<file path="src/rtl/regfile_wb_scheduler_if.sv">
// ---------------------------------------------------------------------------
// regfile_wb_scheduler_if
//
// Purpose: bundles the issue, writeback and register-file signals of the
// writeback scheduler.
//
// Modports:
//   master - the environment: decode/issue, the ALU pipeline, the long unit,
//            and the register file (drives requests, observes results).
//   slave  - the scheduler itself.
//
// Handshake rules:
//   - Long-unit results transfer on a clock edge where lu_wb_valid and
//     lu_wb_ready are both 1.
//   - While lu_wb_valid=1 and lu_wb_ready=0, the long unit holds
//     lu_wb_rd/lu_wb_data steady.
//   - ALU results (alu_wb_valid) are always taken; they cannot be
//     back-pressured.
//   - An issue is accepted on an edge where issue_valid=1 and issue_stall=0.
// ---------------------------------------------------------------------------
interface regfile_wb_scheduler_if;
  logic        issue_valid;
  logic        issue_long;
  logic [4:0]  issue_rs1;
  logic [4:0]  issue_rs2;
  logic [4:0]  issue_rd;
  logic        issue_stall;
  logic        alu_wb_valid;
  logic [4:0]  alu_wb_rd;
  logic [63:0] alu_wb_data;
  logic        lu_wb_valid;
  logic [4:0]  lu_wb_rd;
  logic [63:0] lu_wb_data;
  logic        lu_wb_ready;
  logic        RegWrite;
  logic [4:0]  rd;
  logic [63:0] write_data;
  logic [31:0] busy_mask;

  modport master (
    output issue_valid, issue_long, issue_rs1, issue_rs2, issue_rd,
    output alu_wb_valid, alu_wb_rd, alu_wb_data,
    output lu_wb_valid, lu_wb_rd, lu_wb_data,
    input  issue_stall, lu_wb_ready, RegWrite, rd, write_data, busy_mask
  );

  modport slave (
    input  issue_valid, issue_long, issue_rs1, issue_rs2, issue_rd,
    input  alu_wb_valid, alu_wb_rd, alu_wb_data,
    input  lu_wb_valid, lu_wb_rd, lu_wb_data,
    output issue_stall, lu_wb_ready, RegWrite, rd, write_data, busy_mask
  );
endinterface

</file>
<file path="src/rtl/regfile_wb_scheduler.sv">
// ---------------------------------------------------------------------------
// regfile_wb_scheduler
//
// Purpose:
//   Arbitrates the register file's single write port between two sources:
//     - the in-order ALU/load pipeline, which has absolute priority;
//     - a long-latency unit, whose results wait in a small skid FIFO.
//   Tracks busy long-latency destinations and stalls issue on RAW/WAW
//   hazards against them, or when too many long ops are in flight.
//
// Ports:
//   clk    - system clock
//   reset  - asynchronous, active-low reset
//   wb     - regfile_wb_scheduler_if.slave, which carries:
//              - issue request and issue_stall;
//              - ALU writeback;
//              - long-unit writeback with lu_wb_ready;
//              - registered RegWrite/rd/write_data;
//              - busy_mask.
//   perf_stall_cycles, perf_conflict_cycles
//          - 16-bit saturating counters, present only when the
//            WB_SCHED_PERF_EN macro is defined.
//
// Parameters:
//   FIFO_DEPTH      - long-unit result FIFO entries (power of 2, >= 2)
//   MAX_OUTSTANDING - long ops allowed in flight (issued, not yet popped)
// ---------------------------------------------------------------------------
module regfile_wb_scheduler #(
  parameter int FIFO_DEPTH      = 2,
  parameter int MAX_OUTSTANDING = 4
) (
  input  logic                   clk,
  input  logic                   reset,
  regfile_wb_scheduler_if.slave  wb
`ifdef WB_SCHED_PERF_EN
  ,
  output logic [15:0]            perf_stall_cycles,
  output logic [15:0]            perf_conflict_cycles
`endif
);

  localparam int AW = $clog2(FIFO_DEPTH);
  localparam int CW = $clog2(MAX_OUTSTANDING + 1);

  // Long-unit result FIFO. Pointers carry one extra wrap bit so that
  // full and empty can be told apart.
  logic [63:0] fifo_data [FIFO_DEPTH];
  logic [4:0]  fifo_rd   [FIFO_DEPTH];
  logic [AW:0] wr_ptr;
  logic [AW:0] rd_ptr;
  logic        fifo_empty;
  logic        fifo_full;
  logic        push;
  logic        pop;

  assign fifo_empty = (wr_ptr == rd_ptr);
  assign fifo_full  = (wr_ptr[AW] != rd_ptr[AW]) &&
                      (wr_ptr[AW-1:0] == rd_ptr[AW-1:0]);
  assign push = wb.lu_wb_valid && !fifo_full;

  // Emptiness is taken from registered pointers, so a result pushed this
  // cycle cannot be popped before the next cycle (no bypass path).
  assign pop  = !wb.alu_wb_valid && !fifo_empty;

  // Write-port selection for this cycle.
  logic        sel_valid;
  logic        sel_long;
  logic [4:0]  sel_rd;
  logic [63:0] sel_data;

  always_comb begin
    sel_valid = 1'b0;
    sel_long  = 1'b0;
    sel_rd    = 5'd0;
    sel_data  = 64'd0;
    if (wb.alu_wb_valid) begin
      sel_valid = 1'b1;
      sel_rd    = wb.alu_wb_rd;
      sel_data  = wb.alu_wb_data;
    end else if (pop) begin
      sel_valid = 1'b1;
      sel_long  = 1'b1;
      sel_rd    = fifo_rd[rd_ptr[AW-1:0]];
      sel_data  = fifo_data[rd_ptr[AW-1:0]];
    end
  end

  // Registered write port. wr_long travels with the write to mark it as
  // long-unit sourced for the scoreboard clear.
  logic        reg_write;
  logic        wr_long;
  logic [4:0]  wr_rd;
  logic [63:0] wr_data;
  logic [31:0] busy;
  logic [CW-1:0] outstanding;

  logic        issue_stall;
  logic        long_accept;
  logic [31:0] set_mask;
  logic [31:0] clr_mask;

  assign issue_stall = wb.issue_valid &&
                       (busy[wb.issue_rs1] || busy[wb.issue_rs2] ||
                        busy[wb.issue_rd] ||
                        (wb.issue_long && outstanding == CW'(MAX_OUTSTANDING)));
  assign long_accept = wb.issue_valid && !issue_stall && wb.issue_long;

  assign set_mask = (long_accept && wb.issue_rd != 5'd0) ? (32'd1 << wb.issue_rd) : 32'd0;
  assign clr_mask = (reg_write && wr_long) ? (32'd1 << wr_rd) : 32'd0;

  // FIFO storage needs no reset: only entries between the pointers are read.
  always_ff @(posedge clk) begin
    if (push) begin
      fifo_data[wr_ptr[AW-1:0]] <= wb.lu_wb_data;
      fifo_rd[wr_ptr[AW-1:0]]   <= wb.lu_wb_rd;
    end
  end

  always_ff @(posedge clk or negedge reset) begin
    if (!reset) begin
      wr_ptr      <= '0;
      rd_ptr      <= '0;
      reg_write   <= 1'b0;
      wr_long     <= 1'b0;
      wr_rd       <= 5'd0;
      wr_data     <= 64'd0;
      busy        <= 32'd0;
      outstanding <= '0;
    end else begin
      if (push) wr_ptr <= wr_ptr + 1'b1;
      if (pop)  rd_ptr <= rd_ptr + 1'b1;

      // x0 results are consumed but never written.
      reg_write <= sel_valid && (sel_rd != 5'd0);
      wr_long   <= sel_long && (sel_rd != 5'd0);
      if (sel_valid) begin
        wr_rd   <= sel_rd;
        wr_data <= sel_data;
      end

      // Clear first, then set: a same-register set wins. Bit 0 never sets.
      busy <= ((busy & ~clr_mask) | set_mask) & ~32'd1;

      case ({long_accept, pop})
        2'b10:   outstanding <= outstanding + CW'(1);
        2'b01:   outstanding <= outstanding - CW'(1);
        default: outstanding <= outstanding;
      endcase
    end
  end

  assign wb.issue_stall = issue_stall;
  assign wb.lu_wb_ready = !fifo_full;
  assign wb.RegWrite    = reg_write;
  assign wb.rd          = wr_rd;
  assign wb.write_data  = wr_data;
  assign wb.busy_mask   = busy;

`ifdef WB_SCHED_PERF_EN
  always_ff @(posedge clk or negedge reset) begin
    if (!reset) begin
      perf_stall_cycles    <= 16'd0;
      perf_conflict_cycles <= 16'd0;
    end else begin
      if (issue_stall && perf_stall_cycles != 16'hFFFF)
        perf_stall_cycles <= perf_stall_cycles + 16'd1;
      if (wb.alu_wb_valid && !fifo_empty && perf_conflict_cycles != 16'hFFFF)
        perf_conflict_cycles <= perf_conflict_cycles + 16'd1;
    end
  end
`endif

endmodule
</file>
<file path="src/flat_wrapper.sv">
// flat-port wrapper written by rule: the top's interface ports become plain ports
module regfile_wb_scheduler_flat 
#(
  parameter int FIFO_DEPTH      = 2,
  parameter int MAX_OUTSTANDING = 4
)
  (clk, reset, wb_issue_valid, wb_issue_long, wb_issue_rs1, wb_issue_rs2, wb_issue_rd, wb_alu_wb_valid, wb_alu_wb_rd, wb_alu_wb_data, wb_lu_wb_valid, wb_lu_wb_rd, wb_lu_wb_data, wb_issue_stall, wb_lu_wb_ready, wb_RegWrite, wb_rd, wb_write_data, wb_busy_mask);
  regfile_wb_scheduler_if wb_i ();
  input  logic clk;
  input  logic reset;
  input wire logic [$bits(wb_i.issue_valid)-1:0] wb_issue_valid;
  input wire logic [$bits(wb_i.issue_long)-1:0] wb_issue_long;
  input wire logic [$bits(wb_i.issue_rs1)-1:0] wb_issue_rs1;
  input wire logic [$bits(wb_i.issue_rs2)-1:0] wb_issue_rs2;
  input wire logic [$bits(wb_i.issue_rd)-1:0] wb_issue_rd;
  input wire logic [$bits(wb_i.alu_wb_valid)-1:0] wb_alu_wb_valid;
  input wire logic [$bits(wb_i.alu_wb_rd)-1:0] wb_alu_wb_rd;
  input wire logic [$bits(wb_i.alu_wb_data)-1:0] wb_alu_wb_data;
  input wire logic [$bits(wb_i.lu_wb_valid)-1:0] wb_lu_wb_valid;
  input wire logic [$bits(wb_i.lu_wb_rd)-1:0] wb_lu_wb_rd;
  input wire logic [$bits(wb_i.lu_wb_data)-1:0] wb_lu_wb_data;
  output wire logic [$bits(wb_i.issue_stall)-1:0] wb_issue_stall;
  output wire logic [$bits(wb_i.lu_wb_ready)-1:0] wb_lu_wb_ready;
  output wire logic [$bits(wb_i.RegWrite)-1:0] wb_RegWrite;
  output wire logic [$bits(wb_i.rd)-1:0] wb_rd;
  output wire logic [$bits(wb_i.write_data)-1:0] wb_write_data;
  output wire logic [$bits(wb_i.busy_mask)-1:0] wb_busy_mask;
  assign wb_i.issue_valid = wb_issue_valid;
  assign wb_i.issue_long = wb_issue_long;
  assign wb_i.issue_rs1 = wb_issue_rs1;
  assign wb_i.issue_rs2 = wb_issue_rs2;
  assign wb_i.issue_rd = wb_issue_rd;
  assign wb_i.alu_wb_valid = wb_alu_wb_valid;
  assign wb_i.alu_wb_rd = wb_alu_wb_rd;
  assign wb_i.alu_wb_data = wb_alu_wb_data;
  assign wb_i.lu_wb_valid = wb_lu_wb_valid;
  assign wb_i.lu_wb_rd = wb_lu_wb_rd;
  assign wb_i.lu_wb_data = wb_lu_wb_data;
  assign wb_issue_stall = wb_i.issue_stall;
  assign wb_lu_wb_ready = wb_i.lu_wb_ready;
  assign wb_RegWrite = wb_i.RegWrite;
  assign wb_rd = wb_i.rd;
  assign wb_write_data = wb_i.write_data;
  assign wb_busy_mask = wb_i.busy_mask;
  regfile_wb_scheduler #(.FIFO_DEPTH(FIFO_DEPTH), .MAX_OUTSTANDING(MAX_OUTSTANDING)) u_core (.clk(clk), .reset(reset), .wb(wb_i));
endmodule
</file>
<file path="config.mk">
export PLATFORM = sky130hd
export DESIGN_NAME = regfile_wb_scheduler_flat
export DESIGN_NICKNAME = d
export VERILOG_FILES = /design/src/rtl/regfile_wb_scheduler_if.sv /design/src/rtl/regfile_wb_scheduler.sv /design/src/flat_wrapper.sv
export SDC_FILE = /design/constraint.sdc
export NUM_CORES = 1
export LEC_CHECK = 0
export CAP_MARGIN = 5
export CORE_ASPECT_RATIO = 2
export CORE_UTILIZATION = 45
export DETAILED_ROUTE_END_ITERATION = 7
export PLACE_DENSITY_LB_ADDON = 0.25
export SLEW_MARGIN = 25
export SYNTH_ARGS = -nofsm -noshare
export SYNTH_HDL_FRONTEND = slang
export SYNTH_SLANG_ARGS = --single-unit
</file>
<file path="constraint.sdc">
create_clock -name clk -period 6.05 [get_ports clk]
set_input_delay 0.9075 -clock clk [delete_from_list [all_inputs] [get_ports clk]]
set_output_delay 0.9075 -clock clk [all_outputs]
set_load 0.01 [all_outputs]
</file>
# == Word-level counts from Yosys, hierarchy flattened ==
# Memory sizes are Yosys's and may differ from the RTL's.
# Cells that the tools add are included.
# totals
register_bits,109
mem_bits_rw,138
input_bits,159
memories,2
# mem_list
memory,words,word_bits,rd,rd_ports_with_merged_regs,wr,line,source
u_core.fifo_data,2,64,1,0,1,regfile_wb_scheduler.sv:47,logic [63:0] fifo_data [FIFO_DEPTH];
u_core.fifo_rd,2,5,1,0,1,regfile_wb_scheduler.sv:48,logic [4:0] fifo_rd [FIFO_DEPTH];
# op_classes
addsub,4
n_lt_le_gt_ge,3
n_eq_ne,6
n_shift,2
mux,18
bitwise_logic,3
n_reduce_logical,21
# ops
operator,n
two-way mux 64 bit,2
two-way mux 32 bit,2
"left shift 1 x 5 -> 32 bit, first input constant",2
bitwise AND 32 bit,1
inverter 32 bit,1
bitwise OR 32 bit,1
"< comparator 5 x 6 -> 1 bit, second input constant",3
binary-select mux 1 bit (select 5 bit),3
logical AND 1 bit,11
two-way mux 5 bit,2
nonzero test 5 bit,2
two-way mux 1 bit,8
one-hot mux 3 bit (2 select lines),1
"adder 2 x 1 -> 2 bit, second input constant",2
zero test 1 bit,4
"adder 3 x 1 -> 3 bit, second input constant",1
"== test 3 bit, second input constant",1
logical OR 1 bit,3
"subtractor 3 x 1 -> 3 bit, second input constant",1
"== test 2 x 1 -> 1 bit, second input constant",1
== test 2 bit,1
"== test 2 bit, second input constant",1
nonzero test 2 bit,1
== test 1 bit,1
inequality test 1 bit,1

# == Longest topological paths before layout ==
# Gate-level depths: netlist of run 1.
# logic_depth
ltp_word,12
mapped_depth,14
depth_no_buf,12

# == Worst setup path before layout of run 1 ==
# Ideal clock, no wire load.
# synth_timing
kind,in2reg
start,input port wb_lu_wb_valid
end,"memory u_core.fifo_data[0][0], enable pin"
setup_time_ns,0.496
arrival_ns,3.866
setup_slack_ns,1.688
stages,2
cell_sequence,nand2_1 nor2_1
# synth_via
elab_chain_cells,3
# synth_lines
element,line,source
from (decl),flat_wrapper.sv:19,input wire logic [$bits(wb_i.lu_wb_valid)-1:0] wb_lu_wb_valid;
logical AND 1 bit,regfile_wb_scheduler.sv:59,assign push = wb.lu_wb_valid && !fifo_full;
two-way mux 1 bit,regfile_wb_scheduler.sv:113,if (push) begin
two-way mux 1 bit (not written as such),regfile_wb_scheduler.sv:114,fifo_data[wr_ptr[AW-1:0]] <= wb.lu_wb_data;
to (decl),regfile_wb_scheduler.sv:47,
# No other way between the ends.

# == Worst setup path after layout of run 1 ==
# layout_timing
start,input port wb_issue_rd[1]
end,output port wb_issue_stall
# layout_via
elab_chain_cells,5
# layout_lines
element,line,source
from (decl),flat_wrapper.sv:15,input wire logic [$bits(wb_i.issue_rd)-1:0] wb_issue_rd;
binary-select mux 1 bit (select 5 bit),regfile_wb_scheduler.sv:104,busy[wb.issue_rd] ||
two-way mux 1 bit (not written as such),regfile_wb_scheduler.sv:104,
logical OR 1 bit,regfile_wb_scheduler.sv:103,(busy[wb.issue_rs1] || busy[wb.issue_rs2] ||
logical OR 1 bit,regfile_wb_scheduler.sv:104,
logical AND 1 bit,regfile_wb_scheduler.sv:102,assign issue_stall = wb.issue_valid &&
to (decl),flat_wrapper.sv:22,output wire logic [$bits(wb_i.issue_stall)-1:0] wb_issue_stall;
# No other way between the ends. The select of a mux whose other input is x is not followed.

==> results_dict.tcl, run 1 <==
set metrics [dict create \
    first_pass_iters 5 \
    synth_edf_count 138 \
    hold_slack_ns 0.448 \
    hold_viol 0 \
    status "finished clean" \
    drive_gt1_share_pct 6.88 \
    ys_ff_latch 247 \
    worst_pin_slew_ns 0.983 \
    io_pins 263 \
    final_antenna_net_count 0 \
    grt_pass1_wl_um 45300 \
    powerDensity_nw_per_um2 517 \
    setup_slack_ns 1.05 \
    setup_tns_ns 0 \
    leakagePower_nw 5.42 \
    worst_path_max_delay_cell "clkdlybuf4s50_1" \
    p_int_mw 4.74 \
    cts.clk_slew.worst_paths_ns 0.06 \
    regArea_um2 6880 \
    cts_resized 0 \
    finClkSkew_ns 0.0144 \
    fmax_mhz 200 \
    worst_ir_drop_vdd_v 0.000452 \
    critPathKind "in -> out" \
    initial_core_util_pct 45.8 \
    syn_area_um2 10700 \
    die_area_um2 24300 \
    clock_sinks 247 \
    clockPowerShare_pct 19.8 \
    fillCellCount 1901 \
    avgSynthCellArea_um2 12.3 \
    final_core_util_pct 61.5 \
    syn_nets 1026 \
    chipWidth_um 111 \
    critPathTopFamily "buffers and inverters" \
    grt_overflow 0 \
    crit_cells 8 \
    wirelength_um 29700 \
    port_buffers 261 \
    finalNetCount 1265 \
    vias 7783 \
    dp_slack_ns 1.08 \
    grtUsageTotal_pct 24.7 \
    clk_root_buffer_cell "clkbuf_16" \
    coreArea_um2 23200 \
    synth_warnings 0 \
    drt-initial-drc-count 403 \
    async_reset_ff_share_pct 44.1 \
    post_cts_buffers 0 \
    htreeDepth 1 \
    dieHeight_um 220 \
    crit_path_start_kind "input port" \
    multiInputGateArea_um2 3540 \
    synthFlopType "edfxtp_1" \
    switching_share_pct 35.8 \
    min-delay-path-class "in -> async" \
    gp_congestion 0.926 \
    slew_headroom_pct 34.5 \
    setup_violations 0 \
    postCtsHoldBufs 0 \
    cts_made_buffers 23 \
    synth_top_cell_by_area "edfxtp_1" \
    synth_top_area_share_pct 38.9 \
    r2r_cells 10 \
    clk_latency_ns 0.51 \
    p_sw_mw 2.65 \
    syn_to_final_growth_pct 34.1 \
    rows 79 \
    cp.required_ns 5.14 \
    netlist_top_cells_count "edfxtp_1 (138), o21ai_0 (123), dfrtp_1 (109)" \
    cp-end-kind "output port" \
    syn_inst 865 \
    post-dp-hpwl_um 21400 \
    combPwrFrac_pct 40.5 \
    yosys-top-cells-area "edfxtp_1 (39%), dfrtp_1 (26%), mux2i_1 (7.7%)" \
    cp.arrival_ns 4.09 \
    ctsLongestPathBuffers 3 \
    slew_violations 0 \
    worst-path-buf-inv 2 \
    seqPwrFrac_pct 39.7 \
    dp_cells 1361 \
    cp_max_fo 25 \
    avgViaCountPerCell 5.53 \
    synth_cell_types 47 \
    drv_cap 0 \
    grt_max_degree 72 \
    seq_area_frac_synth_pct 64.5 \
    fin_cells 1408 \
    drc 0 \
    yosysMostFrequentCell "edfxtp_1" \
    rsz0062_at_grt "no" \
    grt_pass1_vias 7951 \
    slowest_delay_ns 1.07 \
    tritoncts "built" \
    finalCritPeriodShare_pct 82.6 \
    wl_per_cell_um 21.1 \
    finalCriticalPeriod_ns 5.00 \
    worstPathCellList "clkdlybuf4s50_1, mux4_2, mux2i_1, nor2_1, a21oi_1, nor2_1, o31a_2, clkdlybuf4s50_1" \
    antenna_found_initial 3 \
]
path summary, 6_finish.rpt:
check                                         from                       end  slack (ns)
min reg2reg                  u_core.outstanding[0]     u_core.outstanding[0]        0.47
max in group asynchronous                    reset          u_core.rd_ptr[0]        4.23
min in group clk             u_core.outstanding[0]     u_core.outstanding[0]        0.47
min                                          reset  u_core.wb.write_data[63]        0.45
max                                 wb_issue_rd[1]            wb_issue_stall        1.05
max reg2reg                u_core.wb.busy_mask[27]     u_core.outstanding[1]        2.71
area by class of cell:
type / instances / area share, %
Sequential cell: 247 / 48.1
Multi-Input combinational cell: 559 / 24.8
Timing Repair Buffer: 269 / 19.0
Clock buffer: 31 / 4.45
Tap cell: 283 / 2.48
Clock inverter: 10 / 0.955
Inverter: 4 / 0.105
Antenna cell: 5 / 0.0876
layer usage:
layer  share of wire, %  GRT usage [%]  wire, µm
met5                  0              0         0
met2                 55           47.2     16400
met1                 34           25.0     10000
met3                4.5           3.14      1340
met4                6.4           15.7      1890
state kept, by name, summed over array words and instances, names as in the netlist:
signal and cells:
u_core.wr_long 1, u_core.wb.RegWrite 1, u_core.wr_ptr 2, u_core.wb.rd 5, u_core.outstanding 3, u_core.rd_ptr 2, u_core.fifo_rd 10, u_core.wb.busy_mask 31
u_core.fifo_data 128, u_core.wb.write_data 64
power groups by stage:
stage	combinational, mW	sequential (mW)	clock [mW]
final	2.99	2.93	1.47
after global routing	3.27	3.01	1.57
after CTS	3.02	2.94	1.50
after detailed placement	3.01	2.97	0
after global placement	2.97	2.95	0
after floorplan	1.60	2.95	0
stage by stage:
stage / area, µm² / power, mW
floorplan: 10700 / 4.55
global placement: 13400 / 5.92
detailed placement: 13500 / 5.98
CTS: 14200 / 7.46
global route: 14300 / 7.85
finish: 14300 / 7.39
cells by family (layout without fill, tap and decap cells):
logic type | count (synthesis) | in the layout | share of synthesized area (%)
xor gates and xnor gates | 9 | 9 | 0.740
AOI/OAI and AO/OA | 209 | 209 | 10.3
adders and majority gates | 2 | 2 | 0.305
muxes | 107 | 107 | 12.1
other | 1 | 6 | 0.0352
DFF | 247 | 247 | 64.5
and+or+nand+nor | 231 | 231 | 9.65
buffers and inverters | 59 | 314 | 2.35
layout by cell type (no fill, tap or decap), types with 8 or more instances in the layout:
cell type,instances
clkdlybuf4s50_1,259
nand3_1,9
a21oi_1,69
edfxtp_1,138
nor3_1,10
nand4_1,9
buf_4,8
nor2_1,82
o21ai_0,123
mux2_2,9
mux2i_1,82
nand2_1,91
dfrtp_1,108
mux4_2,14
clkbuf_16,23
(Power assumes the default switching activity.)
==> inputs of run 2 (changes only) <==
==> constraint.sdc (replaced) <==
create_clock -name clk -period 5 [get_ports clk]
set_input_delay 0.75 -clock clk [delete_from_list [all_inputs] [get_ports clk]]
set_output_delay 0.75 -clock clk [all_outputs]
set_load 0.01 [all_outputs]
==> results_dict.tcl, run 2 (synthesis results as in run 1) <==
set metrics [dict create \
    status "finished clean" \
    finalCritPeriodShare_pct 90.6 \
    coreArea_um2 23200 \
    slew_headroom_pct 46.6 \
    worst_pin_slew_ns 0.801 \
    cp.arrival_ns 3.78 \
    post_cts_buffers 0 \
    min-delay-path-class "in -> async" \
    grt_pass1_vias 8044 \
    drc 0 \
    cts.clk_slew.worst_paths_ns 0.06 \
    cp_max_fo 10 \
    first_pass_iters 5 \
    seqPwrFrac_pct 39.9 \
    initial_core_util_pct 45.8 \
    leakagePower_nw 5.43 \
    postCtsHoldBufs 0 \
    worst_path_max_delay_cell "clkdlybuf4s50_1" \
    final_cell_mix "clkdlybuf4s50_1 (259), edfxtp_1 (138), o21ai_0 (123), dfrtp_1 (108), nand2_1 (91)" \
    fin_area_um2 14300 \
    critPathKind "in -> out" \
    wirelength_um 29500 \
    rows 79 \
    clockPowerShare_pct 18.9 \
    finalCriticalPeriod_ns 4.53 \
    critPathTopFamily "buffers and inverters" \
    grt_pass1_wl_um 44900 \
    cts_made_buffers 22 \
    rsz0062_at_grt "no" \
    r2r_cells 13 \
    hold_viol 0 \
    final_antenna_net_count 0 \
    gp_congestion 0.944 \
    fmax_mhz 221 \
    syn_to_final_growth_pct 33.8 \
    io_pins 263 \
    p_sw_mw 3.21 \
    largest_reg_flops 128 \
    placed_area_um2 13500 \
    post-dp-hpwl_um 21100 \
    tritoncts "built" \
    grt_max_degree 79 \
    dp_slack_ns 0.460 \
    cp.required_ns 4.25 \
    cp-end-kind "output port" \
    rrSetupSlack_ns 1.80 \
    antenna_found_initial 3 \
    slowest_delay_ns 0.82 \
    p_int_mw 5.63 \
    worstPathCellList "clkdlybuf4s50_1, mux4_1, nor2_1, nor4b_1, nor4_4, buf_4, nand2_4, o31a_2, clkdlybuf4s50_1" \
    drv_cap 0 \
    die_area_um2 24300 \
    clock_sinks 247 \
    chipWidth_um 111 \
    dp_cells 1365 \
    drt-initial-drc-count 406 \
    clk_root_buffer_cell "clkbuf_16" \
    fillCellCount 1892 \
    setup_violations 0 \
    powerDensity_nw_per_um2 620 \
    clk_latency_ns 0.51 \
    htreeDepth 1 \
    avgViaCountPerCell 5.49 \
    finClkSkew_ns 0.0174 \
    finalPower_mw 8.84 \
    slew_violations 0 \
    drive_gt1_share_pct 7.38 \
    fin_cells 1411 \
    crit_cells 9 \
    setup_slack_ns 0.469 \
    multiInputGateArea_um2 3540 \
    crit_path_start_kind "input port" \
    finalNetCount 1269 \
    setup_tns_ns 0 \
    worstReg2RegStart "u_core.wb.busy_mask[27]" \
    worst_ir_drop_vdd_v 0.000485 \
    dieHeight_um 220 \
    rr_endpoint "u_core.outstanding[2]" \
    ctsLongestPathBuffers 3 \
    grt_overflow 0 \
    cts_resized 0 \
    regArea_um2 6880 \
    crit_path_frequent_cell "clkdlybuf4s50_1" \
    port_buffers 261 \
    combPwrFrac_pct 41.2 \
    switching_share_pct 36.3 \
    worst-path-buf-inv 3 \
    grtUsageTotal_pct 24.5 \
    layout_commonest_cell "clkdlybuf4s50_1" \
    wl_per_cell_um 20.9 \
    vias 7743 \
]
[run 2: area by class of cell]
type / count / area share (%)
multi-input combinational: 559 / 24.9
clock buffer: 29 / 4.41
clock inverter: 11 / 0.623
inverter: 4 / 0.105
antenna: 4 / 0.0702
timing repair buffer: 274 / 19.2
sequential: 247 / 48.2
tap: 283 / 2.48
[run 2: how the worst max path moves through the flow]
stage | from | endpoint | slack, ns
after detailed placement | wb_issue_rs1[0] | wb_issue_stall | 0.46
after floorplan | u_core.rd_ptr[0] | u_core.fifo_data[0][0] | 0.69
after CTS | wb_issue_rs1[0] | wb_issue_stall | 0.45
final | wb_issue_rs1[0] | wb_issue_stall | 0.47
after global placement | wb_issue_rs1[0] | wb_issue_stall | 0.47
after global routing | wb_issue_rs1[0] | wb_issue_stall | 0.35
[run 2: per-stage QoR]
step           hold slack [ns]  utilization [%]
2_1_floorplan            0.441                -
3_3_place_gp             0.460             58.0
3_5_place_dp             0.468             58.0
4_1_cts                  0.324             61.1
5_1_grt                  0.352             61.3
6_report                 0.313             61.4
[run 2: power by group through the flow]
stage                     logic, mW  registers, mW  clock network (mW)
after floorplan                1.93           3.57                   0
after global placement         3.63           3.54                   0
after detailed placement       3.65           3.57                   0
after CTS                      3.67           3.53                1.71
after global routing           3.99           3.61                1.79
final                          3.64           3.53                1.68
[run 2: layer usage]
layer	global-route usage [%]	share of wire (%)	wire length [µm]	vias up
li1	-	-	-	3637
met1	24.6	33	9740	3753
met2	47.1	57	16700	273
met3	3.33	4.4	1310	80
met4	15.1	5.8	1710	0
met5	0	0	0	-
==> inputs of run 3 (changes only) <==
--- a/config.mk
+++ b/config.mk
@@ -5,11 +5,13 @@
 export SDC_FILE = /design/constraint.sdc
 export NUM_CORES = 1
 export LEC_CHECK = 0
+export ABC_CLOCK_PERIOD_IN_PS = 5000
 export CAP_MARGIN = 5
 export CORE_ASPECT_RATIO = 2
 export CORE_UTILIZATION = 45
 export DETAILED_ROUTE_END_ITERATION = 7
-export PLACE_DENSITY_LB_ADDON = 0.25
+export DONT_BUFFER_PORTS = 1
+export PLACE_DENSITY = 0.71
 export SLEW_MARGIN = 25
 export SYNTH_ARGS = -nofsm -noshare
 export SYNTH_HDL_FRONTEND = slang
==> results_dict.tcl, run 3 (synthesis results as in run 1) <==
set metrics [dict create \
    status "finished clean" \
    final_antenna_net_count 0 \
    clk_root_buffer_cell "clkbuf_16" \
    layout_commonest_cell "edfxtp_1" \
    cts_resized 0 \
    setup_slack_ns 1.45 \
    die_area_um2 24300 \
    fin_cells 1142 \
    grt_pass1_vias 7054 \
    port_buffers 0 \
    fillCellCount 2027 \
    largest_reg_flops 128 \
    rsz0062_at_grt "no" \
    worst_pin_slew_ns 0.964 \
    avgViaCountPerCell 5.97 \
    cts.clk_slew.worst_paths_ns 0.07 \
    worst_ir_drop_vdd_v 0.000399 \
    dp_slack_ns 1.41 \
    finalCritPeriodShare_pct 70.9 \
    wl_per_cell_um 23.5 \
    crit_path_start_kind "register" \
    grt_pass1_wl_um 39800 \
    grtUsageTotal_pct 21.6 \
    clock_sinks 247 \
    slew_headroom_pct 35.7 \
    leakagePower_nw 4.39 \
    hold_viol 0 \
    first_pass_iters 5 \
    antenna_found_initial 1 \
    hold_slack_ns 0.168 \
    grt_max_degree 141 \
    fmax_mhz 282 \
    io_pins 263 \
    gp_congestion 0.968 \
    worstReg2RegStart "u_core.wb.busy_mask[13]" \
    setup_violations 0 \
    slew_violations 0 \
    postCtsHoldBufs 1 \
    wirelength_um 26800 \
    min-delay-path-class "in -> async" \
    final_cell_mix "edfxtp_1 (138), o21ai_0 (123), dfrtp_1 (108), nand2_1 (91)" \
    drive_gt1_share_pct 8.86 \
    grt_overflow 0 \
    post-dp-hpwl_um 18500 \
    rows 79 \
    finClkSkew_ns 0.0127 \
    syn_to_final_growth_pct 8.99 \
    cp-startpoint "u_core.wb.busy_mask[13]" \
    post_cts_buffers 0 \
    finalPower_mw 7.93 \
    cp_max_fo 6 \
    cts_made_buffers 23 \
    htreeDepth 1 \
    drt-initial-drc-count 435 \
    drv_cap 0 \
    finalCriticalPeriod_ns 3.55 \
    powerDensity_nw_per_um2 683 \
    cp-end-kind "output port" \
    setup_tns_ns 0 \
    critPathKind "reg -> out" \
    clk_latency_ns 0.52 \
    vias 6822 \
    dieHeight_um 220 \
    finalNetCount 1002 \
    coreArea_um2 23200 \
    tritoncts "built" \
    dp_cells 1097 \
    drc 0 \
    initial_core_util_pct 45.8 \
    chipWidth_um 111 \
    cp.arrival_ns 2.80 \
    cp.required_ns 4.25 \
    ctsLongestPathBuffers 3 \
]
## run 3: final timing paths
path	end	slack [ns]	depth (start not counted)
setup / recovery	wb_issue_stall	1.45	6
hold / removal	u_core.wb.busy_mask[18]	0.17	1
setup reg to reg	u_core.outstanding[2]	1.66	12
hold reg to reg	u_core.outstanding[0]	0.47	1
max in group asynchronous	u_core.rd_ptr[0]	4.34	1
min in group clk	u_core.fifo_data[0][10]	0.32	0
## run 3: layout make-up
cell class | instances | area, µm² | area share [%]
Antenna cell | 1 | 2.50 | 0.0216
Inverter | 4 | 15.0 | 0.129
Clock buffer | 28 | 616 | 5.30
Timing Repair Buffer | 6 | 77.6 | 0.668
Sequential cell | 247 | 6880 | 59.2
Multi-Input combinational cell | 559 | 3540 | 30.5
Tap cell | 283 | 354 | 3.05
Clock inverter | 14 | 124 | 1.07
## run 3: stage by stage
stage | utilization [%] | cell area (µm²)
2_1_floorplan | - | 10700
3_3_place_gp | 46.6 | 10800
3_5_place_dp | 46.6 | 10800
4_1_cts | 49.9 | 11600
5_1_grt | 50.0 | 11600
6_report | 50.0 | 11600
## run 3: worst max-delay path, stage by stage, from the launching register on
cell and delay [ns]:
dfrtp_1 0.49, mux4_2 0.48, mux2i_1 0.47, nor2_1 0.07
a21oi_1 0.22, nor2_1 0.15, o31a_2 0.39
## run 3: per-layer routing
metal	global-route usage [%]	wire [µm]	up-vias	share of wire, %
met2	41.7	14800	319	55
met5	0	0	-	0
li1	-	-	3095	-
met3	5.25	1940	93	7.2
met4	14.5	1790	0	6.7
met1	19.6	8250	3315	31
## run 3: power by group
group          internal [mW]  switching (mW)  total (mW)  leakage (nW)
combinational          0.907            1.49        2.40          1.47
sequential              3.00           0.818        3.82          2.56
clock                  0.947           0.764        1.71         0.363
==> RTL change: new RTL, config.mk and constraints of run 3 <==
`FIFO_DEPTH` is set to 2 in 2 places; all go to 4. Comments in the files are not updated.
--- a/src/rtl/regfile_wb_scheduler.sv
+++ b/src/rtl/regfile_wb_scheduler.sv
@@ -26,7 +26,7 @@
 //   MAX_OUTSTANDING - long ops allowed in flight (issued, not yet popped)
 // ---------------------------------------------------------------------------
 module regfile_wb_scheduler #(
-  parameter int FIFO_DEPTH      = 2,
+  parameter int FIFO_DEPTH      = 4,
   parameter int MAX_OUTSTANDING = 4
 ) (
   input  logic                   clk,
--- a/src/flat_wrapper.sv
+++ b/src/flat_wrapper.sv
@@ -1,7 +1,7 @@
 // flat-port wrapper written by rule: the top's interface ports become plain ports
 module regfile_wb_scheduler_flat 
 #(
-  parameter int FIFO_DEPTH      = 2,
+  parameter int FIFO_DEPTH      = 4,
   parameter int MAX_OUTSTANDING = 4
 )
   (clk, reset, wb_issue_valid, wb_issue_long, wb_issue_rs1, wb_issue_rs2, wb_issue_rd, wb_alu_wb_valid, wb_alu_wb_rd, wb_alu_wb_data, wb_lu_wb_valid, wb_lu_wb_rd, wb_lu_wb_data, wb_issue_stall, wb_lu_wb_ready, wb_RegWrite, wb_rd, wb_write_data, wb_busy_mask);
Function: changed (Yosys sat finds a counterexample within 4 cycles, from zero or initial values and one cycle with reset low).
==> RTL change against run 3 <==
  * Total power up 39%
  * Routed wire length up 47%
  * Design area up 52%
  * Register-to-register slack worse by 240 ps
  * Combinational power up 28%
  * First-iteration DRC count up 5.3%
  * Non-clock buffer count up 8
  * Setup slack worse by 180 ps
  * Area after synthesis up 52%
  * Critical path depth unchanged
  * Sequential cell count up 140
  * Core utilization up 0.24 points
  * Sequential power up 42%
  * Largest cell class unchanged
==> RTL change: results (changes against run 3) <==
| Metric | Value |
|---|---|
| Xor and xnor area share after synthesis | 0.00542 (-0.00199) |
| Vias in the first global route | 9,444 (+34%) |
| Buffer share of cell area | 0.00708 (+0.000397) |
| DP Worst Slack | 1220 ps (-191 ps) |
| Signal inverters | 14 (+10) |
| TritonCTS buffer count | 35 (+52%) |
| CP max-delay cell | o31a_1 |
| Synth Instances | 997 (+15%) |
| Status | finished, final reports clean |
| Sequential cell area share | 0.627 (+0.0343) |
| Worst IR Drop VDD | 0.000376 V (-5.8%) |
| Post-DP HPWL | 26.0 mm (+41%) |
| Mux contribution to synthesized area | 0.165 (+0.0443) |
| Warnings from Yosys | 0 (unchanged) |
| Area contributors post-synth | edfxtp_1 51%, dfrtp_1 17%, mux4_2 11%, mux2i_1 5.3%, o21ai_0 3.2% |
| Sw power | 3790 µW (+23%) |
| Die width | 136 µm (+23%) |
| Commonest cells post-synth | 276 x edfxtp_1, 111 x dfrtp_1, 102 x o21ai_0 |
| Clock Buffer Count | 42 (+50%) |
| Leakage | 0.00639 µW (+46%) |
| Largest net degree at the start of global routing | 142 (+0.71%) |
| H-tree Lvls | 2 (+1) |
| Async set-or-reset flop fraction in the synthesized netlist | 0.287 (-0.154) |
| GRT Util Overall | 0.218 (+0.00212) |
| Post-synthesis net count | 1,163 (+13%) |
| Critical-path maximum fanout | 33 (+27) |
| Clock network power | 2560 µW (+50%) |
| Area after DPL | 16,600 µm² (+53%) |
| Plain + repair buffers | 14 (+8) |
| Post-synth EDFFs | 276 (+100%) |
| Vias | 8,866 (+30%) |
| WL final | 39.6 mm (+47%) |
| Multi-input comb cells | 531 (-5.0%) |
| Adder-Cell Fraction of Synth Area | 0.00588 (+0.00283) |
| Slew headroom | 0.467 (+0.110) |
| Final Wtd Congestion | 0.987 (+1.9%) |
| Seq_cells | 387 (+57%) |
| Seq/Total Area, Yosys | 0.684 (+0.0390) |
| Comb pwr share | 0.278 (-0.025) |
| Inst Count DP | 1,390 (+27%) |
| Seq. cell area | 11,100 µm² (+61%) |
| Number of nets in the layout | 1,149 (+15%) |
| Internal power | 7260 µW (+50%) |
| Clock skew | 26.1 ps (+13.5 ps) |
| Clock network area share | 0.0608 (-0.00288) |
| Filler instances | 2,926 (+44%) |
| Final cell count without fillers | 1,454 (+27%) |
-- RTL change: metal layers --
metal  vias up  track usage  wire length [µm]
li1       3877            -                 -
met1      4505        0.211             12700
met2       383        0.402             21700
met3       101       0.0619              3080
met4         0        0.123              2090
met5         -            0                 0
-- RTL change: path summary, 6_finish.rpt --
kind                                          from  depth (start not counted)  slack [ps]                  endpoint
max in group asynchronous                    reset                          1        4300  u_core.wb.write_data[57]
max reg2reg                u_core.wb.busy_mask[16]                         10        1420     u_core.outstanding[1]
min                                          reset                          1         160   u_core.wb.write_data[8]
min reg2reg                  u_core.outstanding[2]                          1         480     u_core.outstanding[2]
min in group clk                    wb_lu_wb_rd[1]                          0         320      u_core.fifo_rd[3][1]
max                        u_core.wb.busy_mask[16]                          6        1280            wb_issue_stall
-- RTL change: timing repair --
item | in CTS | in global routing
setup endpoints to repair | 0 | 0
hold buffers | 1 | 0
endpoints found under the hold margin | 111 | 0
